## config.mk

```make
export PLATFORM = sky130hd
export DESIGN_NAME = vga_timing_gen
export DESIGN_NICKNAME = d
export VERILOG_FILES = /design/src/rtl/vga_pkg.sv /design/src/rtl/vga_delay_line.sv /design/src/rtl/vga_timing_gen.sv
export SDC_FILE = /design/constraint.sdc
export NUM_CORES = 1
export LEC_CHECK = 0
export BUFFER_PORTS_ARGS = -buffer_cell sky130_fd_sc_hd__buf_4
export CAP_MARGIN = 20
export CORE_MARGIN = 8
export CORE_UTILIZATION = 51
export CTS_BUF_LIST = sky130_fd_sc_hd__clkbuf_8 sky130_fd_sc_hd__clkbuf_16
export CTS_CLUSTER_DIAMETER = 80
export DETAILED_ROUTE_END_ITERATION = 8
export PLACE_DENSITY = 0.79
export SYNTH_ARGS = -nofsm -noshare
export SYNTH_HDL_FRONTEND = slang
export SYNTH_SLANG_ARGS = --single-unit
```

## constraint.sdc

```tcl
create_clock -name clock -period 2.4 [get_ports clock]
set_clock_uncertainty 0.2 [all_clocks]
set_input_delay 0.12 -clock clock [delete_from_list [all_inputs] [get_ports clock]]
set_output_delay 0.12 -clock clock [all_outputs]
set_load 0.005 [all_outputs]
```

## src/rtl/vga_pkg.sv

```systemverilog
// Shared VGA definitions: standard timing sets, pattern mode encodings and
// the default RGB pixel struct.
package vga_pkg;

    // 640x400 @ 70 Hz timing set
    localparam int VGA400_HZV = 640;
    localparam int VGA400_HZF = 16;
    localparam int VGA400_HZS = 96;
    localparam int VGA400_HZB = 48;
    localparam int VGA400_VTV = 400;
    localparam int VGA400_VTF = 12;
    localparam int VGA400_VTS = 2;
    localparam int VGA400_VTB = 35;

    // 640x480 @ 60 Hz timing set
    localparam int VGA480_HZV = 640;
    localparam int VGA480_HZF = 16;
    localparam int VGA480_HZS = 96;
    localparam int VGA480_HZB = 48;
    localparam int VGA480_VTV = 480;
    localparam int VGA480_VTF = 10;
    localparam int VGA480_VTS = 2;
    localparam int VGA480_VTB = 33;

    // Output colour source selection
    typedef enum logic [1:0] {
        MODE_EXT    = 2'd0,
        MODE_BORDER = 2'd1,
        MODE_BARS   = 2'd2,
        MODE_SOLID  = 2'd3
    } mode_e;

    // Default bits per colour channel and matching pixel layout {r,g,b}
    localparam int CW_DEF = 4;

    typedef struct packed {
        logic [CW_DEF-1:0] r;
        logic [CW_DEF-1:0] g;
        logic [CW_DEF-1:0] b;
    } rgb_t;

endpackage

```

## src/rtl/vga_delay_line.sv

```systemverilog
// Fixed-depth shift register that carries the raster bundle alongside the
// pixel fetch latency. Reset empties every stage.
module vga_delay_line #(
    parameter int W     = 1,
    parameter int DEPTH = 2
) (
    input  logic         clock,
    input  logic         reset,
    input  logic [W-1:0] din,
    output logic [W-1:0] dout
);

    logic [W-1:0] stage_q [DEPTH];

    // Advance every stage by one clock; reset discards all contents.
    always_ff @(posedge clock or posedge reset) begin
        if (reset) begin
            for (int i = 0; i < DEPTH; i++) begin
                stage_q[i] <= '0;
            end
        end else begin
            stage_q[0] <= din;
            for (int i = 1; i < DEPTH; i++) begin
                stage_q[i] <= stage_q[i-1];
            end
        end
    end

    assign dout = stage_q[DEPTH-1];

endmodule

```

## src/rtl/vga_timing_gen.sv

```systemverilog
// Parametrised VGA raster engine: pixel fetch requests at stage 0, colour
// selection at stage PIX_LAT, registered RGB/DE/HS/VS one cycle later.
// Optional macro VGA_TESTPAT_EN adds border/bars/solid test patterns;
// without it the mode/solid_rgb ports are ignored and pixel_in is passed.
// HZW and VTW must both be <= 1024 (10-bit counters).
module vga_timing_gen
    import vga_pkg::*;
#(
    parameter int HZV     = 640,
    parameter int HZF     = 16,
    parameter int HZS     = 96,
    parameter int HZB     = 48,
    parameter int VTV     = 400,
    parameter int VTF     = 12,
    parameter int VTS     = 2,
    parameter int VTB     = 35,
    parameter int HS_POL  = 0,
    parameter int VS_POL  = 1,
    parameter int CW      = CW_DEF,
    parameter int PIX_LAT = 2
) (
    input  logic            clock,
    input  logic            reset,
    input  logic [1:0]      mode,
    input  logic [3*CW-1:0] solid_rgb,
    output logic            rd_en,
    output logic [9:0]      rd_x,
    output logic [9:0]      rd_y,
    input  logic [3*CW-1:0] pixel_in,
    output logic [CW-1:0]   r,
    output logic [CW-1:0]   g,
    output logic [CW-1:0]   b,
    output logic            de,
    output logic            hs,
    output logic            vs,
    output logic            frame_start,
    output logic            line_start
);

    localparam int HZW = HZB + HZV + HZF + HZS;
    localparam int VTW = VTB + VTV + VTF + VTS;

    localparam logic [9:0] X_LAST = 10'(HZW - 1);
    localparam logic [9:0] Y_LAST = 10'(VTW - 1);
    localparam logic [9:0] X_VIS0 = 10'(HZB);
    localparam logic [9:0] X_VIS1 = 10'(HZB + HZV);
    localparam logic [9:0] X_SYNC = 10'(HZB + HZV + HZF);
    localparam logic [9:0] Y_VIS0 = 10'(VTB);
    localparam logic [9:0] Y_VIS1 = 10'(VTB + VTV);
    localparam logic [9:0] Y_SYNC = 10'(VTB + VTV + VTF);

    localparam logic HS_ON = 1'(HS_POL);
    localparam logic VS_ON = 1'(VS_POL);

    // Syncs travel as "active" flags so an emptied pipeline reads as idle.
    typedef struct packed {
        logic       vis;
        logic       hs_act;
        logic       vs_act;
        logic [9:0] x;
        logic [9:0] y;
        logic       fs;
        logic       ls;
    } tap_t;

    logic [9:0]      x_p0;
    logic [9:0]      y_p0;
    tap_t            tap_p0;
    tap_t            tap_pl;
    logic [3*CW-1:0] colour_pl;

    // ---- stage 0: raster counters and fetch request ----

    // X counts every clock; Y steps only when X wraps.
    always_ff @(posedge clock or posedge reset) begin
        if (reset) begin
            x_p0 <= '0;
            y_p0 <= '0;
        end else if (x_p0 == X_LAST) begin
            x_p0 <= '0;
            y_p0 <= (y_p0 == Y_LAST) ? '0 : y_p0 + 10'd1;
        end else begin
            x_p0 <= x_p0 + 10'd1;
        end
    end

    // Decode the counter position into the bundle that follows the fetch.
    always_comb begin
        tap_p0        = '0;
        tap_p0.vis    = (x_p0 >= X_VIS0) && (x_p0 < X_VIS1) &&
                        (y_p0 >= Y_VIS0) && (y_p0 < Y_VIS1);
        tap_p0.hs_act = (x_p0 >= X_SYNC);
        tap_p0.vs_act = (y_p0 >= Y_SYNC);
        tap_p0.x      = x_p0 - X_VIS0;
        tap_p0.y      = y_p0 - Y_VIS0;
        tap_p0.fs     = tap_p0.vis && (x_p0 == X_VIS0) && (y_p0 == Y_VIS0);
        tap_p0.ls     = tap_p0.vis && (x_p0 == X_VIS0);
    end

    assign rd_en = tap_p0.vis;
    assign rd_x  = tap_p0.x;
    assign rd_y  = tap_p0.y;

    // ---- stages 1..PIX_LAT: bundle waits for the fetched pixel ----

    vga_delay_line #(
        .W     ($bits(tap_t)),
        .DEPTH (PIX_LAT)
    ) u_delay (
        .clock (clock),
        .reset (reset),
        .din   (tap_p0),
        .dout  (tap_pl)
    );

    // ---- stage PIX_LAT: colour selection ----

`ifdef VGA_TESTPAT_EN
    localparam logic [CW-1:0] FULL = '1;
    localparam logic [CW-1:0] ZERO = '0;
    localparam logic [9:0]    X_LASTVIS = 10'(HZV - 1);
    localparam logic [9:0]    Y_LASTVIS = 10'(VTV - 1);

    mode_e mode_q;

    // Bar index x*8/HZV via compares against constant multiples of HZV.
    function automatic logic [2:0] bar_index(input logic [9:0] x);
        logic [12:0] x8;
        logic [2:0]  k;
        x8 = {x, 3'b000};
        k  = '0;
        for (int j = 1; j < 8; j++) begin
            if (x8 >= 13'(j * HZV)) begin
                k = 3'(j);
            end
        end
        return k;
    endfunction

    function automatic logic [3*CW-1:0] pattern_rgb(input mode_e m, input tap_t t,
                                                     input logic [3*CW-1:0] ext,
                                                     input logic [3*CW-1:0] solid);
        logic [3*CW-1:0] res;
        logic [2:0]      k;
        logic            on_edge;
        k       = bar_index(t.x);
        on_edge = (t.x == '0) || (t.x == X_LASTVIS) || (t.y == '0) || (t.y == Y_LASTVIS);
        case (m)
            MODE_BORDER: res = on_edge ? {FULL, FULL, FULL} : {ZERO, ZERO, FULL};
            MODE_BARS:   res = {k[2] ? FULL : ZERO, k[1] ? FULL : ZERO, k[0] ? FULL : ZERO};
            MODE_SOLID:  res = solid;
            default:     res = ext;
        endcase
        return res;
    endfunction

    // Take the new mode only at the raster origin so no frame is torn.
    always_ff @(posedge clock or posedge reset) begin
        if (reset) begin
            mode_q <= MODE_EXT;
        end else if ((x_p0 == '0) && (y_p0 == '0)) begin
            mode_q <= mode_e'(mode);
        end
    end

    // Pick pattern or fetched pixel; blank outside the visible area.
    always_comb begin
        colour_pl = '0;
        if (tap_pl.vis) begin
            colour_pl = pattern_rgb(mode_q, tap_pl, pixel_in, solid_rgb);
        end
    end
`else
    logic unused_nopat;
    assign unused_nopat = ^{mode, solid_rgb, tap_pl.x, tap_pl.y};

    // Pass the fetched pixel; blank outside the visible area.
    always_comb begin
        colour_pl = '0;
        if (tap_pl.vis) begin
            colour_pl = pixel_in;
        end
    end
`endif

    // ---- output register: all pins share PIX_LAT+1 latency ----

    // Register colour, enable, syncs (polarity applied here) and pulses.
    always_ff @(posedge clock or posedge reset) begin
        if (reset) begin
            r           <= '0;
            g           <= '0;
            b           <= '0;
            de          <= 1'b0;
            hs          <= ~HS_ON;
            vs          <= ~VS_ON;
            frame_start <= 1'b0;
            line_start  <= 1'b0;
        end else begin
            {r, g, b}   <= colour_pl;
            de          <= tap_pl.vis;
            hs          <= tap_pl.hs_act ? HS_ON : ~HS_ON;
            vs          <= tap_pl.vs_act ? VS_ON : ~VS_ON;
            frame_start <= tap_pl.fs;
            line_start  <= tap_pl.ls;
        end
    end

endmodule

```

==> results of run 1 <==
synthesized netlist by cell type (6+ instances only):
library cell / instances
sky130_fd_sc_hd__dfrtp_1: 46
sky130_fd_sc_hd__buf_4: 21
sky130_fd_sc_hd__and2_1: 14
sky130_fd_sc_hd__nor2_1: 14
sky130_fd_sc_hd__nand2_1: 13
sky130_fd_sc_hd__xor2_1: 12
sky130_fd_sc_hd__inv_1: 9
sky130_fd_sc_hd__nor3_1: 9
sky130_fd_sc_hd__nand4_1: 8
sky130_fd_sc_hd__xnor2_1: 8
sky130_fd_sc_hd__ha_1: 7
sky130_fd_sc_hd__o21ai_0: 7
sky130_fd_sc_hd__a21oi_1: 6
sky130_fd_sc_hd__nand3_1: 6
power by group:
group | internal (W) | switching (W)
clock network | 0.000415 | 0.000268
registers | 0.000791 | 0
logic | 0.0000291 | 0.0000217
total | 0.00124 | 0.000290
per-layer routing:
metal	vias to the layer above	GRT usage, %	wire length, µm	share of wire (%)
met3	6	4.00	339	6.8
met1	809	18.7	2260	45
li1	803	-	-	-
met2	64	24.2	2360	47
met4	0	5.11	44	0.88
met5	-	0	0	0
area by class of cell:
cell class / instances / share of cell area [%]
sequential: 47 / 41.2
multi-input combinational: 132 / 31.1
timing repair buffer: 70 / 19.5
clock buffer: 5 / 2.41
clock inverter: 3 / 2.36
tap: 52 / 2.27
inverter: 9 / 1.18
timing repair:
| action | 4_1_cts | 5_1_grt |
|---|---|---|
| endpoints found under the setup margin | 1 | 2 |
| hold endpoints to repair | 30 | 0 |
| gates resized for setup | 1 | 2 |
| hold buffers | 13 | 0 |
sequential cells by signal (all words and copies together), names as in the netlist, 4 cells and up:
| name | count |
|---|---|
| x_p0 | 10 |
| y_p0 | 10 |
| u_delay.dout | 5 |
| u_delay.stage_q | 5 |
| b | 4 |
| g | 4 |
| r | 4 |
cell families (layout without fill, tap and decap cells):
group / after synthesis / after routing / synth area share, %
xor+xnor: 20 / 20 / 7.58
compound gates: 25 / 25 / 7.15
buf+inv: 43 / 87 / 11.4
flops: 47 / 47 / 51.0
fa+ha+maj: 7 / 7 / 3.79
simple gates: 79 / 79 / 18.6
mux: 1 / 1 / 0.433
final timing paths:
check	start	endpoint	cells after the start
worst max-delay path	y_p0[1]	rd_en	6
worst min register to register	u_delay.dout[23]	hs	1
min in group asynchronous	reset	u_delay.stage_q[25]	3
worst max register to register	x_p0[0]	y_p0[7]	5
worst min-delay path	u_delay.dout[23]	hs	1
max in group asynchronous	reset	hs	4
metrics by stage:
step,cells,setup TNS [ns],hold slack (ns)
3_5_place_dp,297,0,-0.0209
3_3_place_gp,297,0,-0.0306
2_1_floorplan,222,0,0.0542
6_report,318,0,0.154
5_1_grt,318,-0.0102,0.162
4_1_cts,318,0,0.158
==> impl_metrics.json, run 1 <==
{
  "status": "completed",
  "required_ns": 2.08,
  "dpl_cell_area_mm2": 0.00257,
  "cts_tree": "yes",
  "r2r_setup_slack_ns": 0.42,
  "timing.fmax_mhz": 441,
  "synthesis.instances": 222,
  "wl_per_cell_um": 15.7,
  "synthDominantCellAreaShare_pct": 49.8,
  "grt_setup_unrepaired": "yes",
  "grt_remaining_overflow": 0,
  "detailed_place_hpwl_mm": 3.42,
  "grt_first_pass_wirelength_mm": 8.67,
  "worst_slew_pin_slew_ns": 0.685,
  "mostFrequentLayoutCells": "sky130_fd_sc_hd__buf_4, sky130_fd_sc_hd__dfrtp_1, sky130_fd_sc_hd__nor2_1, sky130_fd_sc_hd__and2_1",
  "crit_path_max_incr_delay_ns": 0.45,
  "finalHoldViolCount": 0,
  "netlist.top_cell.by_area": "sky130_fd_sc_hd__dfrtp_1",
  "irDropWorstVdd_mv": 0.334,
  "worstHoldPathType": "reg2reg",
  "place.port_buffers": 51,
  "setup_violations": 0,
  "final_cell_area_mm2": 0.00286,
  "synth.ff_latch_count": 47,
  "detailedRoute.firstPassIterationCount": 5,
  "synth.yosys.warnings": 0,
  "synthToLayoutAreaGrowth_pct": 23.8,
  "setup_slack_ns": 0.131,
  "start_kind": "register",
  "clock_pin_slew_on_the_worst_setup_and_hold_paths_ns": 0.09,
  "postSynthNetCount": 257,
  "layout_min_cycle_time_ns": 2.27,
  "fp.dieW_um": 83.3,
  "globalRouteTotalUtil_pct": 15.0,
  "nNetsFinal": 300,
  "crit_path_cell_trace": "ha_1, nor3_2, nor3_1, or3_1, a211oi_2, buf_4",
  "num_antenna_cells": 0,
  "seq_area_frac_synth_pct": 51.0,
  "die_y_um": 83.3,
  "async_flop_share_pct": 100,
  "timing.critical_path.arrival_ns": 1.95,
  "cts_buffer_depth": 2,
  "post-layout-total-power_w": 0.00153,
  "critPathBufInv": 1,
  "synth_enable_flop_cells": 0,
  "commonest_non_fill_non_tap_cell_in_the_layout": "sky130_fd_sc_hd__buf_4",
  "postCtsSetupBuffers": 0,
  "crit_path_top_delay_cell": "sky130_fd_sc_hd__dfrtp_1",
  "fillerInstances": 347,
  "route.antenna.remaining_nets": 0,
  "numClockSinks": 47,
  "netlist_top_cells_area": "sky130_fd_sc_hd__dfrtp_1, sky130_fd_sc_hd__buf_4, sky130_fd_sc_hd__xor2_1",
  "gp_congestion": 0.860,
  "clk_latency_ns": 0.30,
  "power-per-cell-area_mw_per_mm2": 533,
  "report.final.slew_viol_count": 0,
  "layout-drive-gt1-share_pct": 26.7,
  "via_per_inst": 5.29,
  "top_cell_family_by_delay_on_the_critical_path": "simple AND/OR/NAND/NOR gates",
  "multi_input_area_um2": 890,
  "leakage_nw": 1.46,
  "mappedNetlistArea_mm2": 0.00231,
  "cts_made_buffers": 5,
  "yosys_most_used_dff": "sky130_fd_sc_hd__dfrtp_1",
  "first_global_vias": 1748,
  "critical_path.max_fanout": 6,
  "detailroute.via_count": 1682,
  "final_core_util_pct": 65.7,
  "fp.coreArea_mm2": 0.00435,
  "die-area_mm2": 0.00694,
  "cts.htree.levels": 2,
  "cts-root-buf": "sky130_fd_sc_hd__clkbuf_8",
  "drt_first_iter_violations": 43,
  "route.detailed.drc": 0,
  "place_worst_setup_slack_ns": 0.365,
  "row_cnt": 24,
  "area.sequential_mm2": 0.00118,
  "boundaryPins": 66,
  "finalCritPeriodShare_pct": 94.5,
  "number_of_maximum_capacitance_constraint_violations": 0,
  "avgSynthCellArea_um2": 10.4,
  "drt-total-wl_mm": 5.01,
  "timing.slew.headroom_pct": 54.0,
  "setup.worst_path.end_class": "primary output",
  "initial_antenna_violation_count": 0,
  "worstSetupPathType": "reg2out",
  "initial_utilization_pct": 53.0,
  "yosysUniqueCellTypes": 37,
  "grt_start_max_net_pins": 21
}
Power figures use the tool's default switching activity.
==> run 2, diff against run 1 <==
RECOVER_POWER = 25   (was unset)
==> run 2 against run 1 <==
Effect of this change: register-to-register slack better by 0.02 ns; global-route usage unchanged; combinational power about the same; clock power about the same; hold slack about the same; core utilization unchanged; sequential cell count unchanged; sequential share of layout area unchanged; cell area unchanged; die area unchanged.
==> impl_metrics.json, run 2 (synthesis gave the netlist of run 1 again) <==
{
  "irDropWorstVdd_mv": 0.335,
  "setup_violations": 0,
  "cts_made_buffers": 5,
  "layout-drive-gt1-share_pct": 26.7,
  "num_antenna_cells": 0,
  "timing.critical_path.arrival_ns": 1.95,
  "number_of_maximum_capacitance_constraint_violations": 0,
  "drt_first_iter_violations": 41,
  "detailed_place_hpwl_mm": 3.42,
  "worstHoldPathType": "reg2reg",
  "nNetsFinal": 300,
  "grt_first_pass_wirelength_mm": 8.67,
  "fillerInstances": 347,
  "row_cnt": 24,
  "mostFrequentLayoutCells": "sky130_fd_sc_hd__buf_4, sky130_fd_sc_hd__dfrtp_1, sky130_fd_sc_hd__nor2_1, sky130_fd_sc_hd__nand2_1, sky130_fd_sc_hd__dlygate4sd3_1",
  "report.final.slew_viol_count": 0,
  "timing.fmax_mhz": 440,
  "finalCritPeriodShare_pct": 94.7,
  "globalRouteTotalUtil_pct": 15.0,
  "synthToLayoutAreaGrowth_pct": 23.8,
  "via_per_inst": 5.25,
  "timing.hold.ws_ns": 0.154,
  "route.antenna.remaining_nets": 0,
  "timing.slew.headroom_pct": 53.4,
  "worst_slew_pin_slew_ns": 0.694,
  "place.port_buffers": 51,
  "route.detailed.drc": 0,
  "layout_min_cycle_time_ns": 2.27,
  "clk_latency_ns": 0.31,
  "grt_start_max_net_pins": 21,
  "finalHoldViolCount": 0,
  "initial_antenna_violation_count": 0,
  "worstSetupPathType": "reg2out",
  "cts.htree.levels": 2,
  "status": "completed",
  "fp.coreArea_mm2": 0.00435,
  "boundaryPins": 66,
  "initial_utilization_pct": 53.0,
  "wl_per_cell_um": 15.8,
  "final_cell_area_mm2": 0.00286,
  "die-area_mm2": 0.00694,
  "die_y_um": 83.3,
  "largestRegisters": "x_p0 (10), y_p0 (10)",
  "critical_path.max_fanout": 6,
  "drt-total-wl_mm": 5.04,
  "clock_pin_slew_on_the_worst_setup_and_hold_paths_ns": 0.09,
  "fp.dieW_um": 83.3,
  "detailroute.via_count": 1670,
  "required_ns": 2.08,
  "numClockSinks": 47,
  "setup_slack_ns": 0.128,
  "setup.worst_path.end_class": "primary output",
  "dpl_cell_area_mm2": 0.00257,
  "detailedRoute.firstPassIterationCount": 5,
  "gp_congestion": 0.860,
  "grt_setup_unrepaired": "yes",
  "cts-root-buf": "sky130_fd_sc_hd__clkbuf_8",
  "power-per-cell-area_mw_per_mm2": 535,
  "commonest_non_fill_non_tap_cell_in_the_layout": "sky130_fd_sc_hd__buf_4",
  "cts_tree": "yes",
  "grt_remaining_overflow": 0,
  "place_worst_setup_slack_ns": 0.365,
  "leakage_nw": 1.45,
  "cts_buffer_depth": 2,
  "first_global_vias": 1748,
  "start_kind": "register"
}
==> run 2: cell count changes in the layout (fill, tap and decap cells not counted), sizes merged <==
cell,change
clkbuf,+1
buf,-1
==> run 2: critical path, stage by stage (launching register included) <==
cell and delay [ns]:
sky130_fd_sc_hd__dfrtp_1 0.45, sky130_fd_sc_hd__ha_1 0.24, sky130_fd_sc_hd__nor3_2 0.17, sky130_fd_sc_hd__nor3_1 0.06, sky130_fd_sc_hd__or3_1 0.34, sky130_fd_sc_hd__a211oi_2 0.23
sky130_fd_sc_hd__buf_4 0.15
==> run 2: where the power goes <==
part	leakage [nW]	internal, W	total, W	switching (W)
combinational	0.745	0.0000290	0.0000508	0.0000218
clock	0.0644	0.000415	0.000687	0.000272
sequential	0.639	0.000791	0.000791	0
==> run 2: repair_timing <==
item,CTS,global route
endpoints found under the hold margin,30,0
endpoints found under the setup margin,1,2
resized for setup,1,2
hold buffers,13,0
setup buffers,0,0
==> run 2: cell type report <==
class | instances | area (µm²) | share of cell area [%]
flip-flops and latches | 47 | 1180 | 41.2
clock buffers | 5 | 68.8 | 2.41
clock inverters | 3 | 67.6 | 2.36
multi-input cells | 132 | 890 | 31.1
well taps | 52 | 65.1 | 2.27
repair buffers | 70 | 558 | 19.5
inverters | 9 | 33.8 | 1.18
==> run 2: metal layers <==
metal  vias up  global-route usage, %  wire, µm
met5         -                      0         0
met4         0                   5.11        50
met3         8                   4.00       325
met2        59                   24.2      2350
met1       803                   18.7      2310
li1        800                      -         -
==> run 2: stage by stage <==
step	power, W	setup TNS [ns]	utilization, %	std cells
CTS	0.00154	0	65.3	318
global placement	0.000840	0	59.1	297
finish	0.00153	0	65.7	318
floorplan	0.000819	0	-	222
global route	0.00158	-0.0102	65.7	318
detailed placement	0.000841	0	59.1	297
==> run 2: worst paths after layout <==
kind / from / cells past startpoint / slack, ns / endpoint
min in group asynchronous: reset / 3 / 0.19 / u_delay.stage_q[25]
worst max-delay path: y_p0[1] / 6 / 0.13 / rd_en
worst min-delay path: u_delay.dout[23] / 1 / 0.15 / hs
worst max register to register: x_p0[0] / 5 / 0.44 / y_p0[7]
max in group asynchronous: reset / 4 / 1.17 / hs
worst min register to register: u_delay.dout[23] / 1 / 0.15 / hs
